**src/rtl/keypad_pkg.sv**
```systemverilog
// Shared types and helpers for the 4x4 keypad scanner: key code constant,
// debounce FSM states, frame classes and the row/column to board-code map.
package keypad_pkg;

    localparam logic [3:0] KEY_NONE = 4'd15;

    typedef enum logic [1:0] {
        ST_IDLE      = 2'd0,
        ST_PRESS_CHK = 2'd1,
        ST_HELD      = 2'd2,
        ST_REL_CHK   = 2'd3
    } dbn_state_t;

    typedef enum logic [1:0] {
        FC_NONE   = 2'd0,
        FC_SINGLE = 2'd1,
        FC_OTHER  = 2'd2
    } frame_class_t;

    // Row 3 and column 3 are non-board keys and map to KEY_NONE.
    function automatic logic [3:0] key_code(input logic [1:0] row, input logic [1:0] col);
        logic [3:0] code;
        if (row != 2'd3 && col != 2'd3) begin
            code = ({2'b00, row} * 4'd3) + {2'b00, col};
        end else begin
            code = KEY_NONE;
        end
        return code;
    endfunction

    function automatic logic [3:0] col_drive(input logic [1:0] idx);
        return ~(4'b0001 << idx);
    endfunction

endpackage

```
**src/rtl/keypad_debounce.sv**
```systemverilog
// Frame-level debounce FSM: accepts a press after DEBOUNCE_FRAMES identical
// single-key frames and re-arms only after DEBOUNCE_FRAMES empty frames.
module keypad_debounce
    import keypad_pkg::*;
#(
    parameter int DEBOUNCE_FRAMES = 2
) (
    input  logic         clk,
    input  logic         rst,
    input  logic         frame_strobe,
    input  frame_class_t frame_class,
    input  logic [3:0]   frame_code,
    output logic         emit,
    output logic         held,
    output logic [3:0]   cand
);

    localparam int CW = $clog2(DEBOUNCE_FRAMES + 1);
    localparam logic [CW-1:0] CNT_ONE  = CW'(1);
    localparam logic [CW-1:0] CNT_LAST = CW'(DEBOUNCE_FRAMES - 1);
    localparam bit ONE_FRAME = (DEBOUNCE_FRAMES <= 1);

    dbn_state_t    state, state_nx;
    logic [CW-1:0] cnt, cnt_nx;
    logic [3:0]    cand_nx;
    logic          emit_nx;

    // Next-state logic; the counter never exceeds DEBOUNCE_FRAMES, so it cannot wrap.
    always_comb begin
        state_nx = state;
        cnt_nx   = cnt;
        cand_nx  = cand;
        emit_nx  = 1'b0;
        if (frame_strobe) begin
            case (state)
                ST_IDLE: begin
                    if (frame_class == FC_SINGLE) begin
                        cand_nx = frame_code;
                        cnt_nx  = CNT_ONE;
                        if (ONE_FRAME) begin
                            emit_nx  = 1'b1;
                            state_nx = ST_HELD;
                        end else begin
                            state_nx = ST_PRESS_CHK;
                        end
                    end else begin
                        state_nx = ST_IDLE;
                    end
                end
                ST_PRESS_CHK: begin
                    if (frame_class == FC_SINGLE && frame_code == cand) begin
                        cnt_nx = cnt + CNT_ONE;
                        if (cnt >= CNT_LAST) begin
                            emit_nx  = 1'b1;
                            state_nx = ST_HELD;
                        end else begin
                            state_nx = ST_PRESS_CHK;
                        end
                    end else if (frame_class == FC_SINGLE) begin
                        cand_nx = frame_code;
                        cnt_nx  = CNT_ONE;
                    end else begin
                        state_nx = ST_IDLE;
                    end
                end
                ST_HELD: begin
                    if (frame_class == FC_NONE) begin
                        cnt_nx   = CNT_ONE;
                        state_nx = ONE_FRAME ? ST_IDLE : ST_REL_CHK;
                    end else begin
                        state_nx = ST_HELD;
                    end
                end
                ST_REL_CHK: begin
                    if (frame_class == FC_NONE) begin
                        cnt_nx   = cnt + CNT_ONE;
                        state_nx = (cnt >= CNT_LAST) ? ST_IDLE : ST_REL_CHK;
                    end else begin
                        state_nx = ST_HELD;
                    end
                end
                default: state_nx = ST_IDLE;
            endcase
        end else begin
            state_nx = state;
        end
    end

    // State, counter and output registers.
    always_ff @(posedge clk or posedge rst) begin
        if (rst) begin
            state <= ST_IDLE;
            cnt   <= '0;
            cand  <= KEY_NONE;
            emit  <= 1'b0;
            held  <= 1'b0;
        end else begin
            state <= state_nx;
            cnt   <= cnt_nx;
            cand  <= cand_nx;
            emit  <= emit_nx;
            held  <= (state_nx == ST_HELD) || (state_nx == ST_REL_CHK);
        end
    end

endmodule

```
**src/rtl/keypad_scanner.sv**
```systemverilog
// 4x4 keypad scanner: column drive, row synchronizer, frame accumulator.
// Define KEYPAD_LEVEL_OUT_EN to hold keyValid/keyPadBuf while the key is down.
module keypad_scanner
    import keypad_pkg::*;
#(
    parameter int SCAN_DWELL      = 3,
    parameter int DEBOUNCE_FRAMES = 2
) (
    input  logic       clk,
    input  logic       rst,
    input  logic [3:0] keypadRow,
    output logic [3:0] keypadCol,
    output logic [3:0] keyPadBuf,
    output logic       keyValid
);

    localparam int DW = $clog2(SCAN_DWELL);
    localparam logic [DW-1:0] DWELL_LAST = DW'(SCAN_DWELL - 1);
    localparam logic [DW-1:0] DWELL_ONE  = DW'(1);

    logic [DW-1:0] dwell_cnt;
    logic [1:0]    col_idx;
    logic [3:0]    row_meta;
    logic [3:0]    row_sync;
    logic [11:0]   acc;
    logic [15:0]   frame_bits;
    logic          last_dwell;
    logic          frame_strobe;
    logic [1:0]    hits;
    logic [3:0]    found;
    frame_class_t  frame_class;
    logic          emit;
    logic          held;
    logic [3:0]    cand;

    assign last_dwell   = (dwell_cnt == DWELL_LAST);
    assign frame_strobe = last_dwell && (col_idx == 2'd3);

    // Column scan: dwell counter and registered one-hot-low column drive.
    always_ff @(posedge clk or posedge rst) begin
        if (rst) begin
            dwell_cnt <= '0;
            col_idx   <= 2'd0;
            keypadCol <= 4'b1110;
        end else if (last_dwell) begin
            dwell_cnt <= '0;
            col_idx   <= col_idx + 2'd1;
            keypadCol <= col_drive(col_idx + 2'd1);
        end else begin
            dwell_cnt <= dwell_cnt + DWELL_ONE;
        end
    end

    // Two-flop synchronizer for the asynchronous row lines.
    always_ff @(posedge clk or posedge rst) begin
        if (rst) begin
            row_meta <= 4'hF;
            row_sync <= 4'hF;
        end else begin
            row_meta <= keypadRow;
            row_sync <= row_meta;
        end
    end

    // Frame accumulator; column 3 is consumed directly at the frame strobe.
    always_ff @(posedge clk or posedge rst) begin
        if (rst) begin
            acc <= 12'd0;
        end else if (last_dwell) begin
            case (col_idx)
                2'd0:    acc[3:0]  <= ~row_sync;
                2'd1:    acc[7:4]  <= ~row_sync;
                2'd2:    acc[11:8] <= ~row_sync;
                default: acc       <= 12'd0;
            endcase
        end else begin
            acc <= acc;
        end
    end

    assign frame_bits = {~row_sync, acc};

    // Frame classification: key count (saturating at 2) and code of the last key seen.
    always_comb begin
        hits  = 2'd0;
        found = KEY_NONE;
        for (int c = 0; c < 4; c++) begin
            for (int r = 0; r < 4; r++) begin
                found = frame_bits[4*c + r] ? key_code(2'(r), 2'(c)) : found;
                hits  = (frame_bits[4*c + r] && hits != 2'd2) ? hits + 2'd1 : hits;
            end
        end
        if (hits == 2'd0) begin
            frame_class = FC_NONE;
        end else if (hits == 2'd1 && found != KEY_NONE) begin
            frame_class = FC_SINGLE;
        end else begin
            frame_class = FC_OTHER;
        end
    end

    keypad_debounce #(
        .DEBOUNCE_FRAMES(DEBOUNCE_FRAMES)
    ) u_debounce (
        .clk          (clk),
        .rst          (rst),
        .frame_strobe (frame_strobe),
        .frame_class  (frame_class),
        .frame_code   (found),
        .emit         (emit),
        .held         (held),
        .cand         (cand)
    );

`ifdef KEYPAD_LEVEL_OUT_EN
    // emit only fires on entry to HELD, so it is already covered by held.
    assign keyValid  = held | emit;
    assign keyPadBuf = held ? cand : KEY_NONE;
`else
    assign keyValid  = emit;
    assign keyPadBuf = (emit && held) ? cand : KEY_NONE;
`endif

endmodule

```
**config.mk**
```make
export PLATFORM = sky130hd
export DESIGN_NAME = keypad_scanner
export DESIGN_NICKNAME = d
export VERILOG_FILES = /design/src/rtl/keypad_pkg.sv /design/src/rtl/keypad_debounce.sv /design/src/rtl/keypad_scanner.sv
export SDC_FILE = /design/constraint.sdc
export NUM_CORES = 1
export LEC_CHECK = 0
export ABC_CLOCK_PERIOD_IN_PS = 37200
export BUFFER_PORTS_ARGS = -buffer_cell sky130_fd_sc_hd__buf_2
export CORE_MARGIN = 4
export CORE_UTILIZATION = 55
export CTS_CLUSTER_DIAMETER = 80
export DETAILED_ROUTE_END_ITERATION = 7
export GPL_TIMING_DRIVEN = 0
export PLACE_DENSITY = 0.71
export SETUP_SLACK_MARGIN = 0.2
export SYNTH_ARGS = -nofsm -noshare
export SYNTH_HDL_FRONTEND = slang
export SYNTH_SLANG_ARGS = --single-unit
```
**constraint.sdc**
```tcl
create_clock -name clk -period 37.2 [get_ports clk]
set_input_delay 3.72 -clock clk [delete_from_list [all_inputs] [get_ports clk]]
set_output_delay 3.72 -clock clk [all_outputs]
set_load 0.005 [all_outputs]
```
# Yosys cells after proc, flatten, opt, wreduce, memory -nomap -nowiden
# Index checks and enable logic that the tools add are counted.
[op_classes]
addsub = 18
order_cmp = 1
n_eq_ne = 31
shift = 1
muxes = 60
n_bitwise = 5
n_reduce_logical = 33
[ops]
columns = ["operator", "count"]
rows = [
  ["$mux W4", 19],
  ["$mux W2", 28],
  ["$add A2 B1 Y2 const B", 17],
  ["$pmux W4 S2", 4],
  ["$ne A2 B2 Y1 const B", 15],
  ["$logic_and A1 B1 Y1", 19],
  ["$pmux W2 S4", 2],
  ["$eq A2 B2 Y1 const B", 7],
  ["$eq A2 B1 Y1 const B", 4],
  ["$logic_not A2 Y1", 4],
  ["$not A4 Y4", 2],
  ["$mux W1", 7],
  ["$reduce_and A2 Y1", 3],
  ["$reduce_and A3 Y1", 2],
  ["$reduce_or A2 Y1", 3],
  ["$eq A4 B4 Y1", 1],
  ["$ne A2 B1 Y1 const B", 2],
  ["$ne A4 B4 Y1 const B", 1],
  ["$shl A1 B2 Y4 const A", 1],
  ["$not A1 Y1", 3],
  ["$add A1 B1 Y2 const B", 1],
  ["$ge A2 B1 Y1 const B", 1],
  ["$ne A1 B2 Y1 const B", 1],
  ["$reduce_bool A2 Y1", 1],
  ["$logic_or A1 B1 Y1", 1],
]
[totals]
register_bits = 38
inputBits = 6
out_inout_bits = 9
wordCells = 162

# Depth between registers and ports, before layout
[depth]
word_depth = 57
depth_mapped = 63
ltp_nobuf = 62

# Modules after synthesis
# Synthesis repeated with hierarchy kept, for this count alone.
[hier_totals]
hier_cells = 259
hier_area_um2 = 2627.5
[by_module_without_submodules]
columns = ["module", "instances", "cells_each", "area_per_inst_um2", "seq_area_each_um2"]
rows = [
  ["keypad_scanner", 1, 212, 2079.5, 714.4],
  ["keypad_debounce", 1, 47, 548.0, 255.2],
]

# Worst setup path after synthesis
# Ideal clock, no wire load.
[synth_path]
path_kind = "flip-flop to flip-flop"
start = "register acc[0]"
end = "register u_debounce.cnt[1]"
setup_time_ns = 0.122
arrival_ns = 11.594
t_required_ns = 37.078
path_slack_ns = 25.485
path_stages_with_launch = 57
path_buffers = 1
synth_period_minus_slack_ns = 11.715
path_cell_list = "dfrtp_1 > ha_1 > nand2b_1 > xor2_1 > ha_1 > nor2b_1 > a211oi_1 > a21oi_1 > ha_1 > or2b_1 > xnor3_1 > ha_1 > nand2b_1 > mux2_4 > o21ai_4 > ha_1 > nor2b_1 > xnor3_1 > (+21 left out) > ha_1 > nor2_1 > xnor3_1 > xnor2_1 > xnor2_1 > ha_1 > nor2_1 > xor2_1 > ha_1 > nor2_1 > xor2_1 > xnor2_1 > xor3_1 > ha_1 > o21ai_0 > o22ai_2 > a22o_1 > a32o_1"
[synth_between]
elab_chain_cells = 54
word_cells_on_any_way = 93
classes_between = "add/sub: 15; eq/ne: 21; mux: 37; reduce/logical: 20"
[synth_lines]
columns = ["element", "line_no", "text"]
rows = [
  ["start, declared", "keypad_scanner.sv:25", "logic [11:0] acc;"],
  ["start signal, assigned", "keypad_scanner.sv:71", "2'd0: acc[3:0] <= ~row_sync;"],
  ["branches (longest 54 deep; another with $add A2 B1 Y2)", "--", ""],
  ["end signal, assigned", "keypad_debounce.sv:99", "cnt <= cnt_nx;"],
  ["end, declared", "keypad_debounce.sv:24", "logic [CW-1:0] cnt, cnt_nx;"],
]
# Parallel ways; which one is timed is not known.
# A chain may end at the register's enable or synchronous reset.

# Worst setup path in the final report
# Same ends and word-level chain as after synthesis.

==> results.md <==
- The worst setup path is captured at a flip-flop.
- The total negative slack for setup checks is 0 ns.
- The count of standard-cell rows is 24.
- OpenSTA, run right after detailed placement, puts the worst setup slack at 24.22 ns.
- By area the synthesized netlist is led by sky130_fd_sc_hd__dfrtp_1 (22%), sky130_fd_sc_hd__dfstp_2 (15%), sky130_fd_sc_hd__ha_1 (12%), sky130_fd_sc_hd__o21ai_0 (3.9%), sky130_fd_sc_hd__nand3b_1 (3.8%).
- The overall die area is 5848 um2.
- The TritonCTS clock tree is yes.
- The count of antenna-violating nets left after detailed routing is 0.
- The switching component of the power is 0.01798 mW.
- The initial antenna violation count is 0.
- The flow ran to the end, and the final reports show no timing, DRC or antenna violations.
- Leaving out fill and tap cells, the most frequent cell in the layout is sky130_fd_sc_hd__ha_1.
- The library cells used most frequently in the layout, excluding fill and tap cells, are sky130_fd_sc_hd__ha_1 (25), sky130_fd_sc_hd__dfrtp_1 (23), sky130_fd_sc_hd__inv_1 (22).
- For this run, the top clock speed supported by timing is 0.07666 GHz.
- Max-cap violations in this run came to 0.
- The wire length of the first global-routing pass is 8300 um.
- The later pin in the worst-skew pair is clocked with a latency of 0.28 ns.
- The count of buffers added by post-CTS timing repair for setup is 0.
- For this run, the total global-route usage over all layers was measured as 17.24%.
- The worst setup path is launched from a flip-flop.
- Entering global routing, the biggest net connects 23 pins.
- The cell leakage power is 1.294 nW.
- For this run, the detailed router's first-pass iteration total came to 4.
- At the end of routability-driven placement, the weighted congestion stood at 0.8389.
- The count of nets after finishing is 308.
- Setup violations remaining at the end of the flow were counted as 0.
- After layout, the worst setup slack is 24.16 ns.
- The path class of the lowest-slack min-delay path is flip-flop to flip-flop.
- For this run, the leading register cell type out of synthesis is sky130_fd_sc_hd__dfrtp_1.
- The slowest stage of the critical path is the sky130_fd_sc_hd__a222oi_1 cell.
- The half-perimeter wire length after placement is 3541 um.
- The number of distinct library cells after synthesis is 52.
- Post-CTS repair changed the size of 0 cells.
- The initial core utilization is 58.02%.
- The number of failing hold endpoints at the final stage is 0.
- The ratio of total power to cell area is 27.75 nW/um2.
- The number of nets in the synthesized netlist is 286.
- In this run, the combinational gates consume 8.7% of the power.
- The relative slew slack is 33.15%.
- The number of hold-repair buffers added at the cts stage is 0.
- The power share of the sequential group is 55.4%.
- The switching portion of total power is 22.87%.
- Compared with the post-synthesis result, the final layout area differs by 9.850%.
- The worst register-to-register path has a setup slack of 24.16 ns.
- The port buffer count is 14.
- The H-tree depth is 2.
- The cell seen most often among critical-path stages is sky130_fd_sc_hd__ha_1.
- The area of the mapped netlist is 2579 um2.
- The number of ports placed on the die boundary is 15.
- The largest voltage drop on the vdd net is 0.02849 mV.
- The largest buffer count on any clock path is 2.
- After floorplanning, the core was sized to cover 4444 um2.
- After clock tree synthesis, the clock-pin slew on the worst setup and hold paths is 0.07 ns.
- The fraction of post-synthesis cell area in the top cell type by area is 22.32%.
- The sequential element share of the synthesized area is 37.60%.
- The number of buffers created by CTS is 5.
- The non-filler instance count after layout is 330.
- The synthesized design contains 0 enable-type register cells.
- Counting every sink on the clock net gives 38.
- The die width is 76.48 um.
- From bottom edge to top edge, the die measures 76.48 um.
- For this run the aggregate overflow at the end of global routing stands at 0.
- The final worst-path cycle share is 35.07%.
- The clock period could shrink to 13.04 ns.
- After synthesis the netlist holds a flip-flop and latch count of 38.
- The routed wire length is 4508 um.
- The type of the setup path with the least slack is flip-flop to flip-flop.
- The count of yosys warnings during synthesis is 0.
- The number of diodes added for antenna fixing is 0.
- The count of vias placed by the detailed router is 1817.
- The tree is rooted in a sky130_fd_sc_hd__clkbuf_8.
- The fraction of final layout cells with drive strength greater than 1 is 19.06%.
- The required time of the critical path is 37.38 ns.
- The critical path arrival is 13.22 ns.
- Across the routed clock network, the largest skew measured is 0.004633 ns.
- The count of filler cells inserted in the layout is 372.
- The largest stage delay on the critical path is 0.71 ns.
- The power share of the clock group is 35.9%.
- Each instance of the synthesized netlist takes up on average 10.11 um2.
- The cell-internal power is 0.06062 mW.
- The biggest area consumer among synthesized cells is sky130_fd_sc_hd__dfrtp_1.
- The worst-margin pin slew is 0.9936 ns.
- The routed length per instance is 13.66 um.
- After technology mapping, the gate count stands at 255.
- Of all nets on the critical path, the largest fanout is 7.
- Setup repair after global routing left no endpoint under its margin.
- After detailed routing, the number of remaining DRC violations is 0.
- The number of global-route vias before repair is 1806.
- The detailed router's first-iteration violation count is 77.
- The fraction of registers with async set/reset is 100.0%.
- In this run, placement finished with an instance count of 322.
- In the routed layout, each cell is associated on average with a via count of 5.506.
- The final count of pins violating max slew is 0.
==> critical path, delay by kind of cell (launching register included) <==
kind            cells  cell delay (ns)
fa+ha+maj          14             3.09
flops               1             0.42
xor+xnor            9             2.78
simple gates       17             3.23
compound gates     11             2.78
mux                 1             0.24
buf+inv             3             0.39
==> logic make-up (layout without fill, tap and decap cells) <==
family / after synthesis / after routing / share of synthesized area (%)
XOR/XNOR: 23 / 23 / 9.995
multiplexers: 6 / 6 / 3.154
AO/OA/AOI/OAI: 56 / 56 / 15.92
adder cells (fa/ha/maj): 25 / 25 / 12.13
buffers and inverters: 24 / 47 / 3.494
flip-flops: 38 / 38 / 37.60
AND/OR/NAND/NOR: 83 / 83 / 17.71
==> worst paths after layout <==
check                       startpoint                 to  depth (start not counted)
hold reg to reg            row_meta[1]        row_sync[1]                          0
hold / removal             row_meta[1]        row_sync[1]                          0
min in group asynchronous          rst  u_debounce.cnt[1]                          2
setup reg to reg                acc[0]  u_debounce.cnt[1]                         55
setup / recovery                acc[0]  u_debounce.cnt[1]                         55
max in group asynchronous          rst        row_sync[0]                          3
==> cells in the mapped netlist (2+ instances only) <==
| cell type | number |
|---|---|
| sky130_fd_sc_hd__nand2_1 | 16 |
| sky130_fd_sc_hd__nor2b_1 | 7 |
| sky130_fd_sc_hd__dfrtp_1 | 23 |
| sky130_fd_sc_hd__clkbuf_1 | 2 |
| sky130_fd_sc_hd__nor3_1 | 7 |
| sky130_fd_sc_hd__inv_1 | 22 |
| sky130_fd_sc_hd__nand2b_1 | 6 |
| sky130_fd_sc_hd__ha_1 | 25 |
| sky130_fd_sc_hd__o22ai_2 | 2 |
| sky130_fd_sc_hd__o31ai_1 | 2 |
| sky130_fd_sc_hd__xor2_1 | 10 |
| sky130_fd_sc_hd__and3_1 | 2 |
| sky130_fd_sc_hd__a211oi_1 | 2 |
| sky130_fd_sc_hd__mux2_4 | 4 |
| sky130_fd_sc_hd__xnor3_1 | 3 |
| sky130_fd_sc_hd__xnor2_1 | 9 |
| sky130_fd_sc_hd__or2_2 | 4 |
| sky130_fd_sc_hd__nand3b_1 | 13 |
| sky130_fd_sc_hd__dfstp_2 | 15 |
| sky130_fd_sc_hd__o21ai_0 | 20 |
| sky130_fd_sc_hd__nand3_1 | 2 |
| sky130_fd_sc_hd__a21o_1 | 5 |
| sky130_fd_sc_hd__nor3b_1 | 2 |
| sky130_fd_sc_hd__a21oi_1 | 8 |
| sky130_fd_sc_hd__nor2_1 | 17 |
==> metrics by stage <==
step | utilization (%) | total power, mW | hold slack [ns] | area (um2)
floorplan | - | 0.04912 | 0.3452 | 2579
global placement | 61.06 | 0.05039 | 0.3460 | 2714
detailed placement | 61.68 | 0.05102 | 0.3475 | 2741
CTS | 63.74 | 0.08006 | 0.3557 | 2833
global route | 63.74 | 0.08291 | 0.3645 | 2833
finish | 63.74 | 0.07860 | 0.3530 | 2833
==> sequential cells by signal (all words and copies together) (netlist names) <==
register / flops
acc: 12
keypadCol: 4
row_meta: 4
row_sync: 4
u_debounce.cand: 4
col_idx: 2
dwell_cnt: 2
u_debounce.cnt: 2
u_debounce.state: 2
u_debounce.emit: 1
u_debounce.held: 1
==> layer usage <==
layer	up-vias	GRT usage, %	share of wire [%]
met5	-	0	0
met4	0	4.529	0.89
met1	849	23.80	49
met3	7	2.955	2.5
met2	25	28.03	48
li1	936	-	-
==> power groups by stage <==
stage          clock [mW]  combinational (mW)  sequential [mW]
6_report           0.0283             0.00681           0.0435
5_1_grt            0.0314             0.00782           0.0437
4_1_cts            0.0297             0.00683           0.0435
3_5_place_dp            0             0.00678           0.0442
3_3_place_gp            0             0.00618           0.0442
2_1_floorplan           0             0.00522           0.0439
==> final cells by class <==
| class | instances | area [um2] | area share [%] |
|---|---|---|---|
| plain buffers | 2 | 7.507 | 0.2650 |
| clock buffers | 7 | 86.33 | 3.048 |
| clock inverters | 1 | 5.005 | 0.1767 |
| inverters | 22 | 82.58 | 2.915 |
| multi-input cells | 193 | 1519 | 53.62 |
| flip-flops and latches | 38 | 969.7 | 34.23 |
| well taps | 52 | 65.06 | 2.297 |
| repair buffers | 15 | 97.59 | 3.445 |
No activity file was read; power rests on OpenSTA's default activity.
